File: config.mk
export PLATFORM = sky130hd
export DESIGN_NAME = mem_port_arbiter
export DESIGN_NICKNAME = d
export VERILOG_FILES = /design/src/rtl/mem_arb_pkg.sv /design/src/rtl/rr_arb2.sv /design/src/rtl/mem_port_arbiter.sv
export SDC_FILE = /design/constraint.sdc
export NUM_CORES = 1
export LEC_CHECK = 0
export BUFFER_PORTS_ARGS = -buffer_cell sky130_fd_sc_hd__buf_2
export CAP_MARGIN = 20
export CORE_ASPECT_RATIO = 1.25
export CORE_MARGIN = 4
export CORE_UTILIZATION = 48
export DETAILED_ROUTE_END_ITERATION = 16
export HOLD_SLACK_MARGIN = 0.08
export PLACE_DENSITY_LB_ADDON = 0.3
export SYNTH_ARGS = -nofsm -noshare
export SYNTH_HDL_FRONTEND = slang
export SYNTH_SLANG_ARGS = --single-unit
File: constraint.sdc
create_clock -name clk -period 5.4 [get_ports clk]
set_clock_uncertainty 0.05 [all_clocks]
set_input_delay 1.08 -clock clk [delete_from_list [all_inputs] [get_ports clk]]
set_output_delay 1.08 -clock clk [all_outputs]
set_load 0.05 [all_outputs]
File: src/rtl/mem_arb_pkg.sv
// Shared types and sizes for the memory port arbiter.
package mem_arb_pkg;

  localparam int MEM_ADDR_W = 15;
  localparam int MEM_DATA_W = 32;
  localparam int CNT_W      = 8;

  // Default maximum number of WAIT cycles before a transaction is aborted.
  localparam int unsigned DEFAULT_TIMEOUT = 255;

  typedef enum logic [1:0] {
    IDLE  = 2'd0,
    ISSUE = 2'd1,
    WAIT  = 2'd2,
    DONE  = 2'd3
  } arb_state_e;

endpackage

File: src/rtl/rr_arb2.sv
// Two-way round-robin picker. When both ports request, the port that was
// not granted last wins. A lone requester always wins.
module rr_arb2 (
  input  logic [1:0] req_i,
  input  logic       last_i,
  output logic       gnt_o,
  output logic       valid_o
);

  // Pick the winning port index from the request vector and last pointer.
  always_comb begin
    valid_o = |req_i;
    if (req_i == 2'b11) begin
      gnt_o = ~last_i;
    end else begin
      gnt_o = req_i[1];
    end
  end

endmodule

File: src/rtl/mem_port_arbiter.sv
// Arbiter and sequencer for the shared word memory port. Serialises single
// word reads/writes from two masters with round-robin fairness and a
// per-transaction WAIT timeout.
//
// state | meaning
// ------+-------------------------------------------------------------
// IDLE  | no transaction; arbitrate and latch the winner's request
// ISSUE | one cycle: readstart pulse (read) or first write strobe cycle
// WAIT  | hold address/data, wait for the matching ready or timeout
// DONE  | one cycle: done/err pulse to the granted port, move pointer
module mem_port_arbiter
  import mem_arb_pkg::*;
#(
  parameter int unsigned TIMEOUT = DEFAULT_TIMEOUT
) (
  input  logic                  clk,
  input  logic                  rst,
  input  logic                  req0,
  input  logic                  we0,
  input  logic [MEM_ADDR_W-1:0] addr0,
  input  logic [MEM_DATA_W-1:0] wdata0,
  output logic                  done0,
  output logic                  err0,
  output logic [MEM_DATA_W-1:0] rdata0,
  input  logic                  req1,
  input  logic                  we1,
  input  logic [MEM_ADDR_W-1:0] addr1,
  input  logic [MEM_DATA_W-1:0] wdata1,
  output logic                  done1,
  output logic                  err1,
  output logic [MEM_DATA_W-1:0] rdata1,
  output logic [MEM_ADDR_W-1:0] mem_addr,
  output logic [MEM_DATA_W-1:0] mem_wdata,
  output logic                  mem_w,
  output logic                  mem_readstart,
  input  logic [MEM_DATA_W-1:0] mem_rdata,
  input  logic                  mem_readrdy,
  input  logic                  mem_saverdy
);

  arb_state_e            state_q, state_d;
  logic                  port_q, port_d;
  logic                  we_q, we_d;
  logic [MEM_ADDR_W-1:0] addr_q, addr_d;
  logic [MEM_DATA_W-1:0] wdata_q, wdata_d;
  logic [CNT_W-1:0]      cnt_q, cnt_d;
  logic                  err_q, err_d;
  logic                  last_q, last_d;
  logic [MEM_DATA_W-1:0] rdata0_q, rdata0_d;
  logic [MEM_DATA_W-1:0] rdata1_q, rdata1_d;

  logic gnt_idx;
  logic gnt_valid;
  logic active;

  rr_arb2 u_rr_arb2 (
    .req_i   ({req1, req0}),
    .last_i  (last_q),
    .gnt_o   (gnt_idx),
    .valid_o (gnt_valid)
  );

  // State and datapath registers; reset abandons any transaction in flight.
  always_ff @(posedge clk or posedge rst) begin
    if (rst) begin
      state_q  <= IDLE;
      port_q   <= 1'b0;
      we_q     <= 1'b0;
      addr_q   <= '0;
      wdata_q  <= '0;
      cnt_q    <= '0;
      err_q    <= 1'b0;
      last_q   <= 1'b1;
      rdata0_q <= '0;
      rdata1_q <= '0;
    end else begin
      state_q  <= state_d;
      port_q   <= port_d;
      we_q     <= we_d;
      addr_q   <= addr_d;
      wdata_q  <= wdata_d;
      cnt_q    <= cnt_d;
      err_q    <= err_d;
      last_q   <= last_d;
      rdata0_q <= rdata0_d;
      rdata1_q <= rdata1_d;
    end
  end

  // Next-state logic: arbitration, ready/timeout handling, read capture.
  always_comb begin
    state_d  = state_q;
    port_d   = port_q;
    we_d     = we_q;
    addr_d   = addr_q;
    wdata_d  = wdata_q;
    cnt_d    = cnt_q;
    err_d    = err_q;
    last_d   = last_q;
    rdata0_d = rdata0_q;
    rdata1_d = rdata1_q;

    case (state_q)
      IDLE: begin
        if (gnt_valid) begin
          state_d = ISSUE;
          port_d  = gnt_idx;
          we_d    = gnt_idx ? we1    : we0;
          addr_d  = gnt_idx ? addr1  : addr0;
          wdata_d = gnt_idx ? wdata1 : wdata0;
        end
      end
      ISSUE: begin
        state_d = WAIT;
        cnt_d   = '0;
        err_d   = 1'b0;
      end
      WAIT: begin
        if (!we_q && mem_readrdy) begin
          state_d = DONE;
          if (port_q) rdata1_d = mem_rdata;
          else        rdata0_d = mem_rdata;
        end else if (we_q && mem_saverdy) begin
          state_d = DONE;
        end else if (cnt_q == CNT_W'(TIMEOUT - 1)) begin
          // Last allowed WAIT cycle passed without a ready.
          state_d = DONE;
          err_d   = 1'b1;
          if (!we_q) begin
            if (port_q) rdata1_d = '0;
            else        rdata0_d = '0;
          end
        end else begin
          cnt_d = cnt_q + CNT_W'(1);
        end
      end
      DONE: begin
        state_d = IDLE;
        last_d  = port_q;
      end
      default: state_d = IDLE;
    endcase
  end

  // Outputs decoded from registered state only.
  always_comb begin
    active        = (state_q == ISSUE) || (state_q == WAIT);
    mem_addr      = active ? addr_q : '0;
    mem_w         = active && we_q;
    mem_wdata     = (active && we_q) ? wdata_q : '0;
    mem_readstart = (state_q == ISSUE) && !we_q;
    done0         = (state_q == DONE) && !port_q;
    done1         = (state_q == DONE) && port_q;
    err0          = done0 && err_q;
    err1          = done1 && err_q;
    rdata0        = rdata0_q;
    rdata1        = rdata1_q;
  end

endmodule
# After elaboration in Yosys (flattened, before gate mapping)
# Cells that the tools add are included.
[word_totals]
register_bits = 125
latch_bits = 0
mem_bits_rw = 0
rom_bits = 0
in_bits = 134
out_inout_bits = 117
wordCells = 81
mem_count = 0
[op_classes]
add_sub_neg = 1
mul = 0
n_div = 0
magnitude_cmp = 0
eq_ne = 17
n_shift = 0
muxes = 31
n_bitwise = 1
reduce_logical = 21
[ops]
columns = ["op", "count"]
rows = [
  ["32-bit 2-to-1 mux", 14],
  ["15-bit 2-to-1 mux", 2],
  ["8-bit 2-to-1 mux", 3],
  ["2-bit != test, second input constant", 8],
  ["8-bit case mux with 2 select lines", 1],
  ["4-bit != test, second input constant", 3],
  ["6-bit AND reduction", 2],
  ["8-bit by 1-bit adder with 8-bit output, second input constant", 1],
  ["8-bit equality test, second input constant", 1],
  ["1-bit logical AND", 8],
  ["2-bit 2-to-1 mux", 4],
  ["2-bit case mux with 4 select lines", 1],
  ["4-bit AND reduction", 2],
  ["2-bit equality test, second input constant", 3],
  ["1-bit 2-to-1 mux", 5],
  ["2-bit AND reduction", 2],
  ["2-bit nonzero test", 2],
  ["2-bit by 1-bit equality test with 1-bit output, second input constant", 1],
  ["1-bit logical NOT", 2],
  ["2-bit logical NOT", 1],
  ["2-bit by 1-bit != test with 1-bit output, second input constant", 1],
  ["1-bit case mux with 2 select lines", 1],
  ["2-bit OR reduction", 1],
  ["1-bit logical OR", 1],
  ["1-bit NOT", 1],
]

# Depth between registers and ports, before layout
[logic_depth]
depth_word = 5
mapped_depth = 8
depth_no_buf = 6

# Hierarchy
# Synthesis repeated with hierarchy kept, for this count alone.
[unflattened]
cells_unflattened = 516
area_unflattened_um2 = 6010.8
[modules_own_cells]
columns = ["mod", "n_inst", "cells_per_inst", "area_each_um2", "seq_area_each_um2"]
rows = [
  ["mem_port_arbiter", 1, 514, 5997.0, 3129.3],
  ["rr_arb2", 1, 2, 13.8, 0.0],
]

# Worst setup path after synthesis
# OpenSTA, ideal clock, no wires.
[synth_path]
path_kind = "register to output"
start = "reg state_q[0]"
end = "out err0"
t_arrival_ps = 1850
required_time_ps = 4270
setup_slack_ps = 2420
path_stages_with_launch = 4
n_path_buf = 0
path_cell_list = "dfrtp_1 > ha_1 > nor2b_1 > and2_1"
[synth_between]
elab_chain_cells = 3
[synth_rtl]
columns = ["item", "line", "rtl"]
rows = [
  ["start: declaration", "mem_port_arbiter.sv:41", "arb_state_e state_q, state_d;"],
  ["start signal: assignment", "mem_port_arbiter.sv:77", "state_q <= state_d;"],
  ["2-bit equality test", "mem_port_arbiter.sv:152", "done0 = (state_q == DONE) && !port_q;"],
  ["1-bit logical AND", "mem_port_arbiter.sv:152", ""],
  ["net done0", "mem_port_arbiter.sv:22", "output logic done0,"],
  ["1-bit logical AND", "mem_port_arbiter.sv:154", "err0 = done0 && err_q;"],
  ["end: declaration", "mem_port_arbiter.sv:23", "output logic err0,"],
]
# The timed path passes the listed nets, and every way through them passes these cells.

# Worst setup path in the final report
[layout_path]
start = "reg state_q[0]"
end = "out mem_wdata[12]"
[layout_between]
elab_chain_cells = 4
elab_cells_between_ends = 5
cone_classes = "eq/ne (2); mux (1); reduce/logical (2)"
[layout_rtl]
columns = ["item", "line", "rtl"]
rows = [
  ["2-bit by 1-bit equality test with 1-bit output / 2-bit equality test (equally long branches)", "mem_port_arbiter.sv:147", "active = (state_q == ISSUE) || (state_q == WAIT);"],
  ["1-bit logical OR *", "mem_port_arbiter.sv:147", ""],
  ["1-bit logical AND *", "mem_port_arbiter.sv:150", "mem_wdata = (active && we_q) ? wdata_q : '0;"],
  ["32-bit 2-to-1 mux *", "mem_port_arbiter.sv:150", ""],
  ["end: declaration", "mem_port_arbiter.sv:33", "output logic [MEM_DATA_W-1:0] mem_wdata,"],
]
# Mark *: on every way between the ends. The rest lies on a longest branch, timed or not.

==> results.json <==
{
  "setup_viol": 0,
  "maxCapViolCount": 0,
  "areaGrowthSynthToFinish_pct": 34.2,
  "grt_pass1_vias": 4849,
  "clk_pin_slew_ns": 0.06,
  "synth.avg_cell_area_um2": 11.6,
  "worst_pin_slew_ns": 1.07,
  "tns_ns": 0,
  "n_fill_cell": 986,
  "status": "complete, no violations",
  "die_h_um": 133,
  "wl_per_cell_um": 15.4,
  "clock_latency_ns": 0.40,
  "irDropWorstVdd_v": 0.000416,
  "critPathArrivalTime_ns": 2.13,
  "yosysWarningCount": 0,
  "antenna_found_initial": 2,
  "vias_per_cell": 5.01,
  "start_kind": "flip-flop",
  "critical_path_peak_fanout": 39,
  "via_count": 4713,
  "antenna_left": 0,
  "ys_seq_elements": 125,
  "drt_wl_total_mm": 14.5,
  "drc": 0,
  "initial_core_util_pct": 49.2,
  "syn_nets": 661,
  "clock_sinks": 125,
  "cts_tree": "yes",
  "timing.final.crit_share_pct": 60.5,
  "syn_area_um2": 6020,
  "die_area_um2": 14400,
  "worstSetupPathType": "reg -> out",
  "worst_slack_ns": 2.14,
  "drt_iter0_drc": 173,
  "seq_area_frac_synth_pct": 52.0,
  "maxSlewHeadroom_pct": 28.9,
  "core-area_um2": 12200,
  "portBuffers": 250,
  "grt_max_degree": 81,
  "die_w_um": 108,
  "layout_min_cycle_time_ns": 3.26,
  "htreeDepth": 4,
  "whs_ns": 0.418,
  "hpwl_mm": 10.5,
  "cts_root_buffer": "clkbuf_16",
  "first_pass_iters": 4,
  "required_ns": 4.27,
  "final-max-slew-violation-count": 0,
  "hold_buffers": 0,
  "ios": 251,
  "detailedPlace.worstSlack_ns": 2.13,
  "numCtsBuffers": 17,
  "power.density_nw_per_um2": 695,
  "cellLeakagePower_nw": 4.51,
  "hp-class": "reg -> reg",
  "ff2ff_setup_slack_ns": 2.63,
  "max_freq_mhz": 306,
  "nets": 904,
  "grt_overflow": 0,
  "yosysUniqueCellTypes": 34,
  "drive_gt1_share_pct": 46.5,
  "clk_path_buf_depth": 2,
  "grt_pass1_wl_mm": 23.1,
  "cts_resized": 0,
  "row_count": 45,
  "post_cts_buffers": 0,
  "end_kind": "output port",
  "hold_violations": 0,
  "gp_congestion": 0.822,
  "grt_usage_pct": 20.2,
  "syn_inst": 520,
  "grt_setup_unrepaired": "false"
}
## worst paths after layout
path,start,cells after the start,to
setup / recovery,state_q[0],5,mem_wdata[12]
hold / removal,addr_q[14],2,addr_q[14]
setup reg to reg,state_q[0],5,rdata0[4]
hold reg to reg,addr_q[14],2,addr_q[14]
max in group asynchronous,rst,3,wdata_q[18]
min in group asynchronous,rst,2,rdata0[17]
## cells in the final DEF, fill, tap and decap left out, types with 4 or more instances in the layout
cell       netlist  final
clkbuf_16        0     17
mux2_4          30     30
and2_1          50     50
o21ai_0         50     50
mux2_2          36     36
buf_2            7    250
dfrtp_1        124    124
inv_1            7      6
mux2i_1         54     54
nor2_1           7      7
bufinv_16        0      4
and3_1          34     34
nand2_1         57     57
ha_1             7      7
buf_4            0      5
nor2b_1          4      4
## logic make-up (layout without fill, tap and decap cells)
family	after synthesis	count (layout)	share of synthesized area (%)
simple gates	166	166	14.7
flops	125	125	52.0
mux	120	120	23.2
compound gates	59	59	5.24
buf+inv	41	296	3.08
fa+ha+maj	7	7	1.46
xor+xnor	2	2	0.291
other cells	0	1	0
## registers in the layout, summed over array words and instances (netlist names)
name     cells
port_q       1
we_q         1
addr_q      15
last_q       1
err_q        1
rdata0      32
wdata_q     32
state_q      2
cnt_q        8
rdata1      32
## per-layer routing
layer | vias to the layer above | part of all wire, % | track usage (%) | wire, µm
li1 | 2281 | - | - | -
met1 | 2203 | 42 | 25.8 | 6060
met2 | 210 | 48 | 33.0 | 6930
met3 | 17 | 8.6 | 5.91 | 1240
met4 | 2 | 1.5 | 6.88 | 212
met5 | - | 0.10 | 0 | 15
## critical path: stages, from the launching register on
cell	delay, ns
dfrtp_1	0.39
inv_1	0.09
ha_1	0.56
buf_16	0.22
and3_1	0.19
buf_2	0.26
## power by group
part	internal, mW	leakage [nW]	switching [mW]
combinational	0.864	2.60	1.99
sequential	1.34	1.62	0.245
clock	0.769	0.290	0.393
## cell usage after synthesis, drive strengths merged
master	number	area [µm²]
a22o	1	8.76
buf	12	76.3
clkbuf	22	82.6
ha	7	87.6
nor3b	1	7.51
inv	7	26.3
nor3	2	15.0
nor2	7	26.3
or4	1	7.51
xnor2	2	17.5
o21ai	51	255
mux2i	54	541
nand2b	1	6.26
a21boi	1	7.51
and3	34	213
o32a	1	10.0
dfstp	1	26.3
nor4	3	18.8
a21oi	3	18.8
nand3	3	15.0
dfrtp	124	3100
nor2b	4	25.0
nand2	57	214
a211oi	2	15.0
nand4	2	12.5
and4	1	11.3
mux2	66	856
and2	50	313
## layout make-up
class | instances | area (µm²) | share of cell area (%)
diodes | 1 | 2.50 | 0.0310
clock inverters | 11 | 168 | 2.08
multi-input cells | 354 | 2730 | 33.8
flip-flops and latches | 125 | 3130 | 38.8
well taps | 164 | 205 | 2.54
inverters | 7 | 28.8 | 0.356
clock buffers | 20 | 437 | 5.41
repair buffers | 258 | 1370 | 17.0
## through the flow
step	std cells	power (mW)	util, %	area, µm²
after global placement	905	4.34	60.4	7380
after detailed placement	905	4.40	60.4	7380
final	940	5.61	66.1	8070
after CTS	936	5.59	65.4	7990
after floorplan	520	3.75	-	6020
after global routing	939	5.93	66.1	8070
No activity file was read; power rests on OpenSTA's default activity.
